**src/rtl/k12a_lcd_sequencer_if.sv**
```systemverilog
// Host-side write port and LCD pin bundle of the character-LCD sequencer.
// The host drives wr_*; the sequencer drives status and LCD pins.
interface k12a_lcd_sequencer_if;
  logic       wr_valid;
  logic       wr_rs;
  logic [7:0] wr_data;
  logic       wr_ready;
  logic       busy;
  logic       init_done;
  logic       lcd_rs;
  logic       lcd_rw;
  logic       lcd_en;
  logic [7:0] lcd_data;

  modport master (
    output wr_valid, wr_rs, wr_data,
    input  wr_ready, busy, init_done, lcd_rs, lcd_rw, lcd_en, lcd_data
  );

  modport slave (
    input  wr_valid, wr_rs, wr_data,
    output wr_ready, busy, init_done, lcd_rs, lcd_rw, lcd_en, lcd_data
  );
endinterface

```
**src/rtl/k12a_lcd_sequencer.sv**
```systemverilog
// HD44780 byte sequencer: small FIFO, built-in power-up init, and timed
// setup / enable / hold / post-command wait driven by one shared down-counter.
//
//   state    | meaning
//   PWRUP    | power-up delay before the first init command
//   INIT     | load next init byte (rs=0) from the fixed list
//   IDLE     | pop a queued byte once init is done
//   SETUP    | rs/data stable, lcd_en low
//   ENABLE   | lcd_en high
//   HOLD     | lcd_en low, data held
//   WAIT     | post-command execution time (long for clear/home)
module k12a_lcd_sequencer #(
  parameter int SETUP_CYCLES = 1,
  parameter int EN_CYCLES    = 4,
  parameter int HOLD_CYCLES  = 1,
  parameter int WAIT_SHORT   = 40,
  parameter int WAIT_LONG    = 1600,
  parameter int INIT_WAIT    = 15000,
  parameter int FIFO_DEPTH   = 4
) (
  input logic                   cpu_clock,
  input logic                   reset_n,
  k12a_lcd_sequencer_if.slave   bus
);

  localparam int MAX_A = (SETUP_CYCLES > EN_CYCLES) ? SETUP_CYCLES : EN_CYCLES;
  localparam int MAX_B = (MAX_A > HOLD_CYCLES) ? MAX_A : HOLD_CYCLES;
  localparam int MAX_C = (MAX_B > WAIT_SHORT) ? MAX_B : WAIT_SHORT;
  localparam int MAX_D = (MAX_C > WAIT_LONG) ? MAX_C : WAIT_LONG;
  localparam int MAX_T = (MAX_D > INIT_WAIT) ? MAX_D : INIT_WAIT;
  localparam int CW    = $clog2(MAX_T + 1);
  localparam int AW    = $clog2(FIFO_DEPTH);
  localparam int NW    = AW + 1;

  typedef enum logic [2:0] {
    S_PWRUP, S_INIT, S_IDLE, S_SETUP, S_ENABLE, S_HOLD, S_WAIT
  } state_t;

  state_t        state_q, state_d;
  logic [CW-1:0] cnt_q, cnt_d;
  logic [2:0]    init_idx_q, init_idx_d;
  logic          init_done_q, init_done_d;
  logic          lcd_rs_q, lcd_rs_d;
  logic [7:0]    lcd_data_q, lcd_data_d;
  logic          lcd_en_q, lcd_en_d;

  logic [8:0]    mem [FIFO_DEPTH];
  logic [AW-1:0] wr_ptr_q, rd_ptr_q;
  logic [NW-1:0] count_q;

  logic       wr_ready, push, pop, long_wait;
  logic [8:0] head;
  logic [7:0] init_byte;

  assign wr_ready  = (count_q != NW'(FIFO_DEPTH));
  assign push      = bus.wr_valid & wr_ready;
  assign pop       = (state_q == S_IDLE) & init_done_q & (count_q != '0);
  assign head      = mem[rd_ptr_q];
  // Clear (0x01) and home (0x02/0x03) need the long execution time.
  assign long_wait = ~lcd_rs_q & (lcd_data_q[7:2] == 6'd0) & (lcd_data_q[1:0] != 2'd0);

  always_comb begin
    init_byte = 8'h01;
    case (init_idx_q[1:0])
      2'd0:    init_byte = 8'h38;
      2'd1:    init_byte = 8'h0C;
      2'd2:    init_byte = 8'h06;
      default: init_byte = 8'h01;
    endcase
  end

  always_comb begin
    state_d     = state_q;
    cnt_d       = (cnt_q != '0) ? cnt_q - 1'b1 : cnt_q;
    init_idx_d  = init_idx_q;
    init_done_d = init_done_q;
    lcd_rs_d    = lcd_rs_q;
    lcd_data_d  = lcd_data_q;
    case (state_q)
      S_PWRUP: if (cnt_q == '0) state_d = S_INIT;
      S_INIT: begin
        lcd_rs_d   = 1'b0;
        lcd_data_d = init_byte;
        init_idx_d = init_idx_q + 3'd1;
        cnt_d      = CW'(SETUP_CYCLES - 1);
        state_d    = S_SETUP;
      end
      S_IDLE: if (pop) begin
        lcd_rs_d   = head[8];
        lcd_data_d = head[7:0];
        cnt_d      = CW'(SETUP_CYCLES - 1);
        state_d    = S_SETUP;
      end
      S_SETUP: if (cnt_q == '0) begin
        cnt_d   = CW'(EN_CYCLES - 1);
        state_d = S_ENABLE;
      end
      S_ENABLE: if (cnt_q == '0) begin
        cnt_d   = CW'(HOLD_CYCLES - 1);
        state_d = S_HOLD;
      end
      S_HOLD: if (cnt_q == '0) begin
        cnt_d   = long_wait ? CW'(WAIT_LONG - 1) : CW'(WAIT_SHORT - 1);
        state_d = S_WAIT;
      end
      S_WAIT: if (cnt_q == '0) begin
        if (!init_done_q && (init_idx_q != 3'd4)) begin
          state_d = S_INIT;
        end else begin
          init_done_d = 1'b1;
          state_d     = S_IDLE;
        end
      end
      default: state_d = S_PWRUP;
    endcase
    lcd_en_d = (state_d == S_ENABLE);
  end

  always_ff @(posedge cpu_clock or negedge reset_n) begin
    if (!reset_n) begin
      state_q     <= S_PWRUP;
      cnt_q       <= CW'(INIT_WAIT - 1);
      init_idx_q  <= 3'd0;
      init_done_q <= 1'b0;
      lcd_rs_q    <= 1'b0;
      lcd_data_q  <= 8'h00;
      lcd_en_q    <= 1'b0;
    end else begin
      state_q     <= state_d;
      cnt_q       <= cnt_d;
      init_idx_q  <= init_idx_d;
      init_done_q <= init_done_d;
      lcd_rs_q    <= lcd_rs_d;
      lcd_data_q  <= lcd_data_d;
      lcd_en_q    <= lcd_en_d;
    end
  end

  always_ff @(posedge cpu_clock or negedge reset_n) begin
    if (!reset_n) begin
      wr_ptr_q <= '0;
      rd_ptr_q <= '0;
      count_q  <= '0;
    end else begin
      if (push) wr_ptr_q <= wr_ptr_q + 1'b1;
      if (pop)  rd_ptr_q <= rd_ptr_q + 1'b1;
      case ({push, pop})
        2'b10:   count_q <= count_q + 1'b1;
        2'b01:   count_q <= count_q - 1'b1;
        default: count_q <= count_q;
      endcase
    end
  end

  // Storage needs no reset: entries are only read after being written.
  always_ff @(posedge cpu_clock) begin
    if (push) mem[wr_ptr_q] <= {bus.wr_rs, bus.wr_data};
  end

  assign bus.wr_ready  = wr_ready;
  assign bus.busy      = (state_q != S_IDLE) | (count_q != '0);
  assign bus.init_done = init_done_q;
  assign bus.lcd_rs    = lcd_rs_q;
  assign bus.lcd_rw    = 1'b0;
  assign bus.lcd_en    = lcd_en_q;
  assign bus.lcd_data  = lcd_data_q;

endmodule
```
**src/flat_wrapper.sv**
```systemverilog
// flat-port wrapper written by rule: the top's interface ports become plain ports
module k12a_lcd_sequencer_flat 
#(
  parameter int SETUP_CYCLES = 1,
  parameter int EN_CYCLES    = 4,
  parameter int HOLD_CYCLES  = 1,
  parameter int WAIT_SHORT   = 40,
  parameter int WAIT_LONG    = 1600,
  parameter int INIT_WAIT    = 15000,
  parameter int FIFO_DEPTH   = 4
)
  (cpu_clock, reset_n, bus_wr_valid, bus_wr_rs, bus_wr_data, bus_wr_ready, bus_busy, bus_init_done, bus_lcd_rs, bus_lcd_rw, bus_lcd_en, bus_lcd_data);
  k12a_lcd_sequencer_if bus_i ();
  input logic cpu_clock;
  input logic reset_n;
  input wire logic [$bits(bus_i.wr_valid)-1:0] bus_wr_valid;
  input wire logic [$bits(bus_i.wr_rs)-1:0] bus_wr_rs;
  input wire logic [$bits(bus_i.wr_data)-1:0] bus_wr_data;
  output wire logic [$bits(bus_i.wr_ready)-1:0] bus_wr_ready;
  output wire logic [$bits(bus_i.busy)-1:0] bus_busy;
  output wire logic [$bits(bus_i.init_done)-1:0] bus_init_done;
  output wire logic [$bits(bus_i.lcd_rs)-1:0] bus_lcd_rs;
  output wire logic [$bits(bus_i.lcd_rw)-1:0] bus_lcd_rw;
  output wire logic [$bits(bus_i.lcd_en)-1:0] bus_lcd_en;
  output wire logic [$bits(bus_i.lcd_data)-1:0] bus_lcd_data;
  assign bus_i.wr_valid = bus_wr_valid;
  assign bus_i.wr_rs = bus_wr_rs;
  assign bus_i.wr_data = bus_wr_data;
  assign bus_wr_ready = bus_i.wr_ready;
  assign bus_busy = bus_i.busy;
  assign bus_init_done = bus_i.init_done;
  assign bus_lcd_rs = bus_i.lcd_rs;
  assign bus_lcd_rw = bus_i.lcd_rw;
  assign bus_lcd_en = bus_i.lcd_en;
  assign bus_lcd_data = bus_i.lcd_data;
  k12a_lcd_sequencer #(.SETUP_CYCLES(SETUP_CYCLES), .EN_CYCLES(EN_CYCLES), .HOLD_CYCLES(HOLD_CYCLES), .WAIT_SHORT(WAIT_SHORT), .WAIT_LONG(WAIT_LONG), .INIT_WAIT(INIT_WAIT), .FIFO_DEPTH(FIFO_DEPTH)) u_core (.cpu_clock(cpu_clock), .reset_n(reset_n), .bus(bus_i));
endmodule
```
**config.mk**
```make
export PLATFORM = sky130hd
export DESIGN_NAME = k12a_lcd_sequencer_flat
export DESIGN_NICKNAME = d
export VERILOG_FILES = /design/src/rtl/k12a_lcd_sequencer_if.sv /design/src/rtl/k12a_lcd_sequencer.sv /design/src/flat_wrapper.sv
export SDC_FILE = /design/constraint.sdc
export NUM_CORES = 1
export LEC_CHECK = 0
export CAP_MARGIN = 20
export CELL_PAD_IN_SITES_DETAIL_PLACEMENT = 1
export CELL_PAD_IN_SITES_GLOBAL_PLACEMENT = 2
export CORE_MARGIN = 4
export CORE_UTILIZATION = 36
export CTS_CLUSTER_SIZE = 16
export DETAILED_ROUTE_END_ITERATION = 7
export PLACE_DENSITY = 0.71
export SYNTH_ARGS = -nofsm -noshare
export SYNTH_HDL_FRONTEND = slang
export SYNTH_SLANG_ARGS = --single-unit
```
**constraint.sdc**
```tcl
create_clock -name cpu_clock -period 2 [get_ports cpu_clock]
set_input_delay 0.4 -clock cpu_clock [delete_from_list [all_inputs] [get_ports cpu_clock]]
set_output_delay 0.4 -clock cpu_clock [all_outputs]
set_load 0.03 [all_outputs]
```
==> results.sh, run 1 <==
export IMPL_antenna_left=0
export IMPL_setup_viol=0
export IMPL_numCtsBuffers=9
export IMPL_skew_ns=0.0102
export IMPL_slew_headroom=0.663
export IMPL_cts_htree_levels=3
export IMPL_synth_edff_count=36
export IMPL_synth_warnings=0
export IMPL_worstPathCellList="nor2_4 > nand2_2 > and2_4 > inv_1 > ha_2 > inv_1 > fa_2 > xor2_1 > nor2_1 > xor2_1"
export IMPL_met1_length_um=3350
export IMPL_yosys_most_used_dff="edfxtp_1"
export IMPL_drive_gt1_frac=0.285
export IMPL_grt_pass1_vias=2493
export IMPL_postCtsHoldBufs=0
export IMPL_dr_max_layer_used="met4"
export IMPL_ys_top_cells_by_area="edfxtp_1, dfrtp_1, dfstp_2"
export IMPL_required_ns=2.26
export IMPL_root_buffer="clkbuf_8"
export IMPL_r2r_start="u_core.count_q[0]$_DFFE_PN0P_"
export IMPL_status="finished clean"
export IMPL_grt_ovfl_total=0
export IMPL_synth_top_area_cell="edfxtp_1"
export IMPL_clock_sinks=74
export IMPL_drc=0
export IMPL_core_area_mm2=0.00937
export IMPL_seq_area_frac_synth=0.579
export IMPL_final_cells=480
export IMPL_num_vias=2351
export IMPL_leakage_nw=1.79
export IMPL_wl_per_cell_um=15.5
export IMPL_avgSynthCellArea_um2=12.5
export IMPL_rrSetupSlack_ns=0.07
export IMPL_start_kind="flip-flop"
export IMPL_antenna_cells=0
export IMPL_antenna_found_initial=0
export IMPL_first_pass_iters=4
export IMPL_path_max_fanout=3
export IMPL_grt_use_total=0.139
export IMPL_fin_crit_sh=0.964
export IMPL_final_min_clock_period_ns=1.93
export IMPL_met3_length_um=198
export IMPL_slowest_delay_ns=0.46
export IMPL_io_buffers=24
export IMPL_cp_arrival_ns=2.19
export IMPL_reg2reg_depth=10
export IMPL_critPathKind="reg -> reg"
export IMPL_rows=35
export IMPL_synth_top_area_share=0.306
export IMPL_routabilityCongestion=0.779
export IMPL_cts_path_max_buffers=2
export IMPL_drv_slew=0
export IMPL_finalNetCount=373
export IMPL_wl_met2_um=3810
export IMPL_power_density_mw_per_mm2=804
export IMPL_dp_cells=459
export IMPL_fin_util=0.474
export IMPL_cp_slowest_cell="dfrtp_2"
export IMPL_design_area_mm2=0.00444
export IMPL_synth_cell_types=51
export IMPL_hpwl_um=5320
export IMPL_grt_max_degree=39
export IMPL_initial_utilization=0.377
export IMPL_clock_latency_ns=0.35
export IMPL_drt_iter0_drc=75
export IMPL_min_path_type="in -> async"
export IMPL_place_area_mm2=0.00415
export IMPL_tightest_slew_ns=0.505
export IMPL_die_x_um=107
export IMPL_ys_async_sr_fraction=0.514
export IMPL_dieArea_mm2=0.0115
export IMPL_cts_tree="built"
export IMPL_clk_pin_slew_ns=0.09
export IMPL_io_pin_count=26
export IMPL_final_common_cell="buf_4"
export IMPL_cap_violations=0
export IMPL_endpoint_kind="flip-flop"
export IMPL_drt_wl_total_um=7420
export IMPL_syn_num_nets=309
export IMPL_die_height_um=107
export IMPL_mostFrequentLayoutCells="buf_4, edfxtp_1, nand2_1"
export IMPL_vias_per_cell=4.90
export IMPL_syn2layout_area_growth_pct=25.8
export IMPL_timing_rr_end="u_core.count_q[2]$_DFFE_PN0P_"
export IMPL_syn_inst=282
export IMPL_finalHoldViolCount=0
export IMPL_max_freq_mhz=519
export IMPL_vdd_drop_max_uv=566
export IMPL_syn_area_mm2=0.00353
export IMPL_grt_pass1_wl_um=12300
export IMPL_ys_ff_latch=74
export IMPL_grt_setup_unrepaired="yes"
==> state kept, by name, indices dropped and copies added, names as in the netlist <==
name,count
u_core.bus.lcd_en,1
u_core.cnt_q,14
u_core.bus.lcd_data,8
u_core.bus.init_done,1
u_core.mem,36
u_core.count_q,3
u_core.rd_ptr_q,2
u_core.state_q,3
u_core.wr_ptr_q,2
u_core.bus.lcd_rs,1
u_core.init_idx_q,3
==> area by class of cell <==
type,count,area (um^2)
clock inverter,7,56.3
multi-input combinational,181,1460
timing repair buffer,64,529
clock buffer,9,124
tap,129,161
sequential,74,2050
fill,1034,4930
inverter,16,60.1
==> synth_stat cells, types with 2 or more instances <==
| library cell | n |
|---|---|
| edfxtp_1 | 36 |
| dfrtp_1 | 29 |
| nand2_1 | 29 |
| o21ai_0 | 21 |
| nor2_1 | 18 |
| inv_1 | 16 |
| ha_1 | 14 |
| a21oi_1 | 12 |
| mux2i_1 | 10 |
| dfstp_2 | 9 |
| mux4_2 | 9 |
| xnor2_1 | 8 |
| nor3_1 | 7 |
| clkbuf_1 | 6 |
| and3_1 | 4 |
| nand3_1 | 4 |
| nand4_1 | 4 |
| xor2_1 | 4 |
| a211oi_1 | 3 |
| nor4_1 | 3 |
| buf_2 | 2 |
| nand2b_1 | 2 |
| nor3b_1 | 2 |
| o311ai_0 | 2 |
| or4_1 | 2 |
==> worst max path at each step <==
stage / start / end / slack, ns / cells after the start
after floorplan: u_core.count_q[0]$_DFFE_PN0P_ / u_core.count_q[2]$_DFFE_PN0P_ / 0.02 / 10
after global routing: u_core.state_q[1]$_DFF_PN0_ / u_core.count_q[2]$_DFFE_PN0P_ / -0.08 / 8
after CTS: u_core.state_q[1]$_DFF_PN0_ / u_core.count_q[2]$_DFFE_PN0P_ / 0.006 / 8
final: u_core.count_q[0]$_DFFE_PN0P_ / u_core.count_q[2]$_DFFE_PN0P_ / 0.07 / 10
after detailed placement: bus_wr_valid / u_core.count_q[2]$_DFFE_PN0P_ / -0.13 / 9
after global placement: bus_wr_valid / u_core.count_q[2]$_DFFE_PN0P_ / -0.08 / 9
==> timing repair <==
action,CTS,global route
setup buffers,0,5
pin swaps,0,7
setup endpoints to repair,3,11
resized for setup,4,17
==> cell families (layout without fill, tap and decap cells) <==
logic type	after synthesis	in the layout	share of synthesized area
and+or+nand+nor	87	87	0.133
DFF	74	74	0.579
AOI/OAI and AO/OA	47	47	0.0840
buffers and inverters	27	96	0.0326
muxes	19	19	0.0858
adders and majority gates	15	15	0.0553
xor gates and xnor gates	12	12	0.0298
other	1	1	0.00106
==> per-stage QoR <==
stage	hold slack (ns)	setup TNS (ns)	setup slack, ns	power [W]
after detailed placement	0.464	-0.128	-0.128	0.00246
after floorplan	0.104	0	0.0190	0.00221
after CTS	0.106	0	0.00623	0.00358
final	0.0960	0	0.0725	0.00357
after global routing	0.136	-0.0840	-0.0840	0.00378
after global placement	0.461	-0.0818	-0.0818	0.00245
==> worst max-delay path: cells and delay by family (launching register included) <==
kind / cells / cell delay [ns]
simple gates: 4 / 0.50
xor+xnor: 2 / 0.29
fa+ha+maj: 2 / 0.49
buf+inv: 2 / 0.10
flops: 1 / 0.46
==> power breakdown <==
part	internal [W]	leakage [nW]	total, W	switching [W]
clock	0.000470	0.0914	0.00109	0.000615
sequential	0.00182	0.790	0.00193	0.000111
combinational	0.000266	0.912	0.000556	0.000289
==> metal layers <==
| metal | vias to the layer above | global-route usage |
|---|---|---|
| li1 | 1154 | - |
| met3 | 5 | 0.0343 |
| met4 | 0 | 0.0466 |
| met1 | 1166 | 0.171 |
| met5 | - | 0 |
| met2 | 26 | 0.238 |
(Power assumes the default switching activity.)
==> run 2: changes to the inputs <==
TNS_END_PERCENT = 1   (was default)
==> run 2 against run 1 <==
Via count shrank 0.17%. Count of clock-buffer cells in the layout is the same. First-iteration DRC count grew 5.3%. Non-clock buffer count is the same. Clock power is essentially flat. Die area is the same. Critical endpoint unchanged.
==> results.sh, run 2 (synthesized netlist as in run 1, its figures left out) <==
export IMPL_internal_power_w=0.00255
export IMPL_n_fill_cell=1036
export IMPL_clock_sinks=74
export IMPL_clk_pin_slew_ns=0.09
export IMPL_antenna_cells=0
export IMPL_slew_headroom=0.663
export IMPL_antenna_left=0
export IMPL_cts_tree="built"
export IMPL_worstPathCellList="nor2_4 > nand2_2 > and2_4 > inv_1 > ha_2 > inv_1 > fa_2 > xor2_1 > nor2_1 > xor2_1"
export IMPL_vdd_drop_max_uv=566
export IMPL_die_x_um=107
export IMPL_layout_setup_ws_ns=0.0671
export IMPL_pre_cts_ws_ns=-0.128
export IMPL_slowest_delay_ns=0.46
export IMPL_io_buffers=24
export IMPL_final_common_cell="buf_4"
export IMPL_reg2reg_depth=10
export IMPL_leakage_nw=1.79
export IMPL_timing_rr_end="u_core.count_q[2]$_DFFE_PN0P_"
export IMPL_grt_pass1_vias=2493
export IMPL_die_height_um=107
export IMPL_cp_arrival_ns=2.19
export IMPL_first_pass_iters=4
export IMPL_p_comb_frac=0.156
export IMPL_fin_util=0.472
export IMPL_setup_viol=0
export IMPL_wl_per_cell_um=15.4
export IMPL_required_ns=2.26
export IMPL_drive_gt1_frac=0.282
export IMPL_drc=0
export IMPL_clock_latency_ns=0.35
export IMPL_max_freq_mhz=517
export IMPL_r2r_start="u_core.count_q[0]$_DFFE_PN0P_"
export IMPL_antenna_found_initial=0
export IMPL_switchingPower_w=0.00101
export IMPL_cp_slowest_cell="dfrtp_2"
export IMPL_power_share_clock=0.304
export IMPL_root_buffer="clkbuf_8"
export IMPL_cts_path_max_buffers=2
export IMPL_io_pin_count=26
export IMPL_grt_ovfl_total=0
export IMPL_initial_utilization=0.377
export IMPL_tightest_slew_ns=0.505
export IMPL_path_max_fanout=3
export IMPL_largest_register_ffs=36
export IMPL_final_min_clock_period_ns=1.93
export IMPL_endpoint_kind="flip-flop"
export IMPL_power_w=0.00357
export IMPL_cts_htree_levels=3
export IMPL_core_area_mm2=0.00937
export IMPL_top_register="u_core.mem"
export IMPL_cp_top_family="simple AND/OR/NAND/NOR gates"
export IMPL_routabilityCongestion=0.779
export IMPL_hpwl_um=5320
export IMPL_finalHoldViolCount=0
export IMPL_num_vias=2347
export IMPL_status="finished clean"
export IMPL_p_sw_frac=0.284
export IMPL_cap_violations=0
export IMPL_vias_per_cell=4.89
export IMPL_fin_crit_sh=0.966
export IMPL_critPathKind="reg -> reg"
export IMPL_critical_path_depth=10
export IMPL_start_kind="flip-flop"
export IMPL_grt_setup_unrepaired="yes"
export IMPL_drv_slew=0
export IMPL_power_density_mw_per_mm2=806
export IMPL_dieArea_mm2=0.0115
export IMPL_seqPwrFrac=0.540
export IMPL_rows=35
export IMPL_mostFrequentLayoutCells="buf_4, edfxtp_1, nand2_1"
export IMPL_timing_critical_path_buf_inv=2
export IMPL_drt_wl_total_um=7400
export IMPL_dp_cells=459
export IMPL_rrSetupSlack_ns=0.07
export IMPL_setup_tns_final_ns=0
export IMPL_skew_ns=0.0104
export IMPL_min_path_type="in -> async"
export IMPL_grt_max_degree=39
export IMPL_drt_iter0_drc=79
export IMPL_final_cells=480
export IMPL_finalNetCount=373
export IMPL_numCtsBuffers=9
export IMPL_syn2layout_area_growth_pct=25.4
export IMPL_grt_pass1_wl_um=12300
export IMPL_grt_use_total=0.139
## run 2: cell counts in the layout (fill, tap and decap cells not counted)
Identical to the previous run, type by type.
## run 2: area by class of cell
class / instances / area [um^2] / area share
flip-flops and latches: 74 / 2050 / 0.463
multi-input cells: 181 / 1450 / 0.327
clock inverters: 7 / 56.3 / 0.0127
well taps: 129 / 161 / 0.0365
inverters: 16 / 60.1 / 0.0136
repair buffers: 64 / 529 / 0.120
clock buffers: 9 / 124 / 0.0280
## run 2: stage by stage
step | hold slack (ns) | instance area [um^2]
final | 0.0972 | 4430
after global routing | 0.136 | 4430
after CTS | 0.106 | 4340
after detailed placement | 0.464 | 4150
after global placement | 0.461 | 4150
after floorplan | 0.104 | 3550
## run 2: worst max path at each step
stage                                       start                             to  slack [ns]
global placement                     bus_wr_valid  u_core.count_q[2]$_DFFE_PN0P_       -0.08
CTS                   u_core.state_q[1]$_DFF_PN0_  u_core.count_q[2]$_DFFE_PN0P_       0.006
global route          u_core.state_q[1]$_DFF_PN0_  u_core.count_q[2]$_DFFE_PN0P_       -0.08
floorplan           u_core.count_q[0]$_DFFE_PN0P_  u_core.count_q[2]$_DFFE_PN0P_        0.02
detailed placement                   bus_wr_valid  u_core.count_q[2]$_DFFE_PN0P_       -0.13
finish              u_core.count_q[0]$_DFFE_PN0P_  u_core.count_q[2]$_DFFE_PN0P_        0.07
## run 2: power by group through the flow
stage / Clock (W) / Sequential, W / Combinational [W]
after CTS: 0.00115 / 0.00189 / 0.000536
after global placement: 0 / 0.00191 / 0.000532
after global routing: 0.00120 / 0.00195 / 0.000632
after detailed placement: 0 / 0.00193 / 0.000536
final: 0.00108 / 0.00193 / 0.000556
after floorplan: 0 / 0.00191 / 0.000298
## run 2: routing by layer
layer / GRT usage / routed length [um]
met3: 0.0343 / 204
met2: 0.238 / 3780
met4: 0.0466 / 72
met5: 0 / 0
met1: 0.171 / 3350
## run 2: timing repair
item / in CTS / in global routing
resized for setup: 4 / 14
pin swaps: 0 / 7
hold buffers: 0 / 0
setup buffers: 0 / 5
setup endpoints to repair: 3 / 11
==> edit 1, RTL diff (settings of run 1) <==
Re-encode `state_t` (7 states) as one-hot, 7 bits wide.
--- a/src/rtl/k12a_lcd_sequencer.sv
+++ b/src/rtl/k12a_lcd_sequencer.sv
@@ -34,4 +34,4 @@
 
-  typedef enum logic [2:0] {
-    S_PWRUP, S_INIT, S_IDLE, S_SETUP, S_ENABLE, S_HOLD, S_WAIT
+  typedef enum logic [6:0] {
+    S_PWRUP = 7'b0000001, S_INIT = 7'b0000010, S_IDLE = 7'b0000100, S_SETUP = 7'b0001000, S_ENABLE = 7'b0010000, S_HOLD = 7'b0100000, S_WAIT = 7'b1000000
   } state_t;
Check against the original RTL: same outputs for any inputs over 10 cycles, from zero or initial values and one cycle with reset_n low; not proved beyond that.
==> edit 1 against run 1 <==
The run now ends with negative setup slack left; sequential cell count grew 4; wire length grew 23%; global-route usage grew 1.9 points; critical endpoint unchanged; synthesized cell count grew 11%; area after synthesis grew 8.0%; cell area grew 14%; highest routed layer unchanged; setup slack lost 410 ps; critical path type unchanged; fmax shrank 18%; total power is essentially flat.
==> edit 1: results (changes against run 1) <==
stage,metric,value,unit,change
layout,Multi-Input Combinational,204,,was 181
pwr,Worst IR Drop VDD,0.442,mV,was 0.566 mV
timing,final setup TNS,-2250,ps,was 0 ps
grt,global-route wire length before repair,15.5,mm,was 12.3 mm
layout,fillcell total,1084,,was 1034
detailed_routing,DR vias/cell,5.02,,was 4.90
clock_tree,PostCTS Resize Cnt,24,,was 4
detailed_routing,met2 WL,4.69,mm,was 3.81 mm
detailed_routing,Routed Wire Length,9.15,mm,was 7.42 mm
timing,final worst-path setup slack,-340,ps,was 72.5 ps
detailed_routing,initial DRC count,83,,was 75
layout,layout cell share with drive strength beyond 1,37.6,%,was 28.5%
outcome,outcome,"complete, but fails checks",,"was finished, final reports clean"
pwr,switch share,27.9,%,was 28.5%
logic_synthesis,"top cells by area, synth","edfxtp_1 28%, dfrtp_1 21%, dfstp_2 6.9%, mux4_2 5.3%, ha_1 4.3%",,"was edfxtp_1 31%, dfrtp_1 21%, dfstp_2 6.7%, mux4_2 5.7%, ha_1 5.0%"
place,dpl cells,514,,was 459
layout,sequential share of cell area,42.4,%,was 46.1%
place,gpl congestion,0.774,,was 0.779
clock_tree,post-CTS setup buffers,8,,was 0
logic_synthesis,Post-Synthesis Cells,312,,was 282
layout,layout net count,425,,was 373
detailed_routing,met1 wire length,4.07,mm,was 3.35 mm
worst_setup_path,arrival time worst endpoint,2610,ps,was 2190 ps
layout,ClkCell Share,3.56,%,was 4.06%
logic_synthesis,post-synthesis sequential area ratio,56.2,%,was 57.9%
place,post-DP HPWL,6.56,mm,was 5.32 mm
layout,layout sequential cell count,78,,was 74
detailed_routing,routed via count,2713,,was 2351
timing,Max Clock Skew,8.20,ps,was 10.2 ps
layout,area of the multi-input gates,1740,µm²,was 1460 µm²
logic_synthesis,"Net Count, Synth",338,,was 309
grt,largest net degree at the start of global routing,23,,was 39
logic_synthesis,commonest cells in the netlist,"36 x edfxtp_1, 32 x dfrtp_1, 25 x nand2_1",,"was 36 x edfxtp_1, 29 x dfrtp_1, 29 x nand2_1"
outcome,failing checks,negative setup slack,,
grt,met2 Use GR,27.5,%,was 23.8%
timing,Setup-failing EPs final,12,,was 0
-- edit 1: metrics by stage --
step / hold slack (ps) / total power, mW / area (µm²) / worst slack [ps]
after floorplan: 104 / 2.27 / 3880 / -275
after global placement: 406 / 2.47 / 4640 / -293
after detailed placement: 417 / 2.52 / 4640 / -355
after CTS: 17.7 / 3.62 / 4930 / -331
after global routing: 44.6 / 3.78 / 5060 / -484
final: 24.3 / 3.57 / 5060 / -340
-- edit 1: final timing paths --
path | start | to | slack [ps] | cells past startpoint
min | reset_n | u_core.cnt_q[8] | 20 | 1
min in group cpu_clock | u_core.bus.lcd_data[7] | u_core.bus.lcd_data[7] | 510 | 2
max in group asynchronous | reset_n | u_core.cnt_q[11] | 1350 | 2
max reg2reg | u_core.state_q[3] | u_core.count_q[2] | -340 | 10
min reg2reg | u_core.bus.lcd_data[7] | u_core.bus.lcd_data[7] | 510 | 2
max | u_core.state_q[3] | u_core.count_q[2] | -340 | 10
-- edit 1: cell families (layout without fill, tap and decap cells) --
kind of cell / count (synthesis) / count (layout) / share of synthesized area, %
flops: 78 / 78 / 56.2
simple gates: 111 / 111 / 16.9
xor+xnor: 18 / 18 / 4.13
other cells: 1 / 1 / 0.0983
compound gates: 43 / 43 / 6.92
buf+inv: 30 / 122 / 3.51
mux: 17 / 17 / 7.45
fa+ha+maj: 14 / 14 / 4.79
-- edit 1: power by group through the flow --
stage / combinational (mW) / clock [mW] / sequential, mW
6_report: 0.498 / 1.09 / 1.97
5_1_grt: 0.567 / 1.22 / 1.99
4_1_cts: 0.505 / 1.14 / 1.97
3_5_place_dp: 0.510 / 0 / 2.01
3_3_place_gp: 0.485 / 0 / 1.99
2_1_floorplan: 0.292 / 0 / 1.98
==> edit 2, RTL diff (settings of run 1) <==
Made on the original files. `FIFO_DEPTH` is set to 4 in 2 places; all go to 8.
--- a/src/rtl/k12a_lcd_sequencer.sv
+++ b/src/rtl/k12a_lcd_sequencer.sv
@@ -18,3 +18,3 @@
   parameter int INIT_WAIT    = 15000,
-  parameter int FIFO_DEPTH   = 4
+  parameter int FIFO_DEPTH   = 8
 ) (
--- a/src/flat_wrapper.sv
+++ b/src/flat_wrapper.sv
@@ -9,3 +9,3 @@
   parameter int INIT_WAIT    = 15000,
-  parameter int FIFO_DEPTH   = 4
+  parameter int FIFO_DEPTH   = 8
 )
Check against the original RTL: not equivalent (a bounded check fails within 10 cycles, from zero or initial values and one cycle with reset_n low).
==> edit 2 against run 1 <==
Setup slack worse by 270 ps; largest power group unchanged; area after synthesis is 44% higher; the flow now finishes with violations (negative setup slack); highest routed layer unchanged; largest cell class unchanged; sequential power is 51% higher; clock power grew to 2.7 times the old value; total power is 87% higher; cell area is 49% higher; count of clock-buffer cells in the layout is 11 higher; sequential cell count is 39 higher; sequential share of layout area is 2.1 points higher; wire length is 60% higher.
==> edit 2: results (changes against run 1) <==
stage,metric,value,unit,change
logic_synthesis,mux share of post-synthesis cell area,10.3,%,was 8.58%
layout,sequential share of cell area,48.2,%,was 46.1%
layout,ClkCell Share,8.65,%,was 4.06%
place,dpl ws,-256,ps,was -128 ps
place,dpl cells,593,,was 459
worst_setup_path,CP max stage cell,or4_4,,was dfrtp_2
layout,Multi-Input Combinational,217,,was 181
clock_tree,H-tree depth,4,,was 3
clock_tree,buffer type at the clock tree root,clkbuf_16,,was clkbuf_8
timing,final worst-path setup slack,-195,ps,was 72.5 ps
timing,Max Clock Skew,9.13,ps,was 10.2 ps
pwr,power per cell area,1010,nW/µm²,was 804 nW/µm²
clock_tree,CTS Buf Count,17,,was 9
detailed_routing,initial DRC count,175,,was 75
logic_synthesis,Post-synth EDFFs,72,,was 36
layout,Non-clk bufs,73,,was 64
worst_setup_path,Crit path largest cell delay,570,ps,was 460 ps
place,gpl congestion,0.775,,was 0.779
grt,vias in the first global route,3442,,was 2493
logic_synthesis,Synth Area in XOR/XNOR,2.75,%,was 2.98%
logic_synthesis,"top cells by area, synth","edfxtp_1 42%, dfrtp_1 16%, mux4_2 8.0%, dfstp_2 4.6%, ha_1 3.4%",,"was edfxtp_1 31%, dfrtp_1 21%, dfstp_2 6.7%, mux4_2 5.7%, ha_1 5.0%"
detailed_routing,wire per inst,18.8,µm,was 15.5 µm
clock_tree,clock-pin slew on the worst setup and hold paths,60,ps,was 90 ps
layout,layout sequential cell count,113,,was 74
grt,largest net degree at the start of global routing,21,,was 39
detailed_routing,met1 wire length,5.17,mm,was 3.35 mm
clock_tree,post-CTS setup buffers,1,,was 0
logic_synthesis,"Async S/R FF share, synth",36.3,%,was 51.4%
clock_tree,CTS Hold Bufs,1,,was 0
place,placed cell area,5920,µm²,was 4150 µm²
logic_synthesis,Post-Synthesis Cells,360,,was 282
worst_setup_path,arrival time worst endpoint,2480,ps,was 2190 ps
outcome,failing checks,negative setup slack,,
detailed_routing,met2 WL,6.12,mm,was 3.81 mm
outcome,outcome,"complete, but fails checks",,"was finished, final reports clean"
logic_synthesis,post-synthesis sequential area ratio,62.8,%,was 57.9%
detailed_routing,met3 routed WL,366,µm,was 198 µm
place,post-DP HPWL,8.30,mm,was 5.32 mm
timing,Setup-failing EPs final,4,,was 0
## edit 2: cell count changes after synthesis, moves of 5 or more
| cell | before | now |
|---|---|---|
| edfxtp_1 | 36 | 72 |
| o21ai_0 | 21 | 13 |
| mux4_2 | 9 | 18 |
| nand3_1 | 4 | 10 |
| nor3_1 | 7 | 12 |
| buf_2 | 2 | 7 |
| nand2_1 | 29 | 34 |
## edit 2: per-stage QoR
stage               hold WS, ps  total power, mW
floorplan                   104             3.38
global placement            358             3.78
detailed placement          379             3.83
CTS                         470             6.76
global route                486             7.01
finish                      472             6.68
## edit 2: power by group through the flow
| stage | sequential, mW | clock [mW] | combinational [mW] |
|---|---|---|---|
| floorplan | 2.94 | 0 | 0.439 |
| global placement | 2.94 | 0 | 0.838 |
| detailed placement | 2.95 | 0 | 0.877 |
| CTS | 2.91 | 2.97 | 0.880 |
| global route | 2.93 | 3.10 | 0.972 |
| finish | 2.91 | 2.90 | 0.875 |
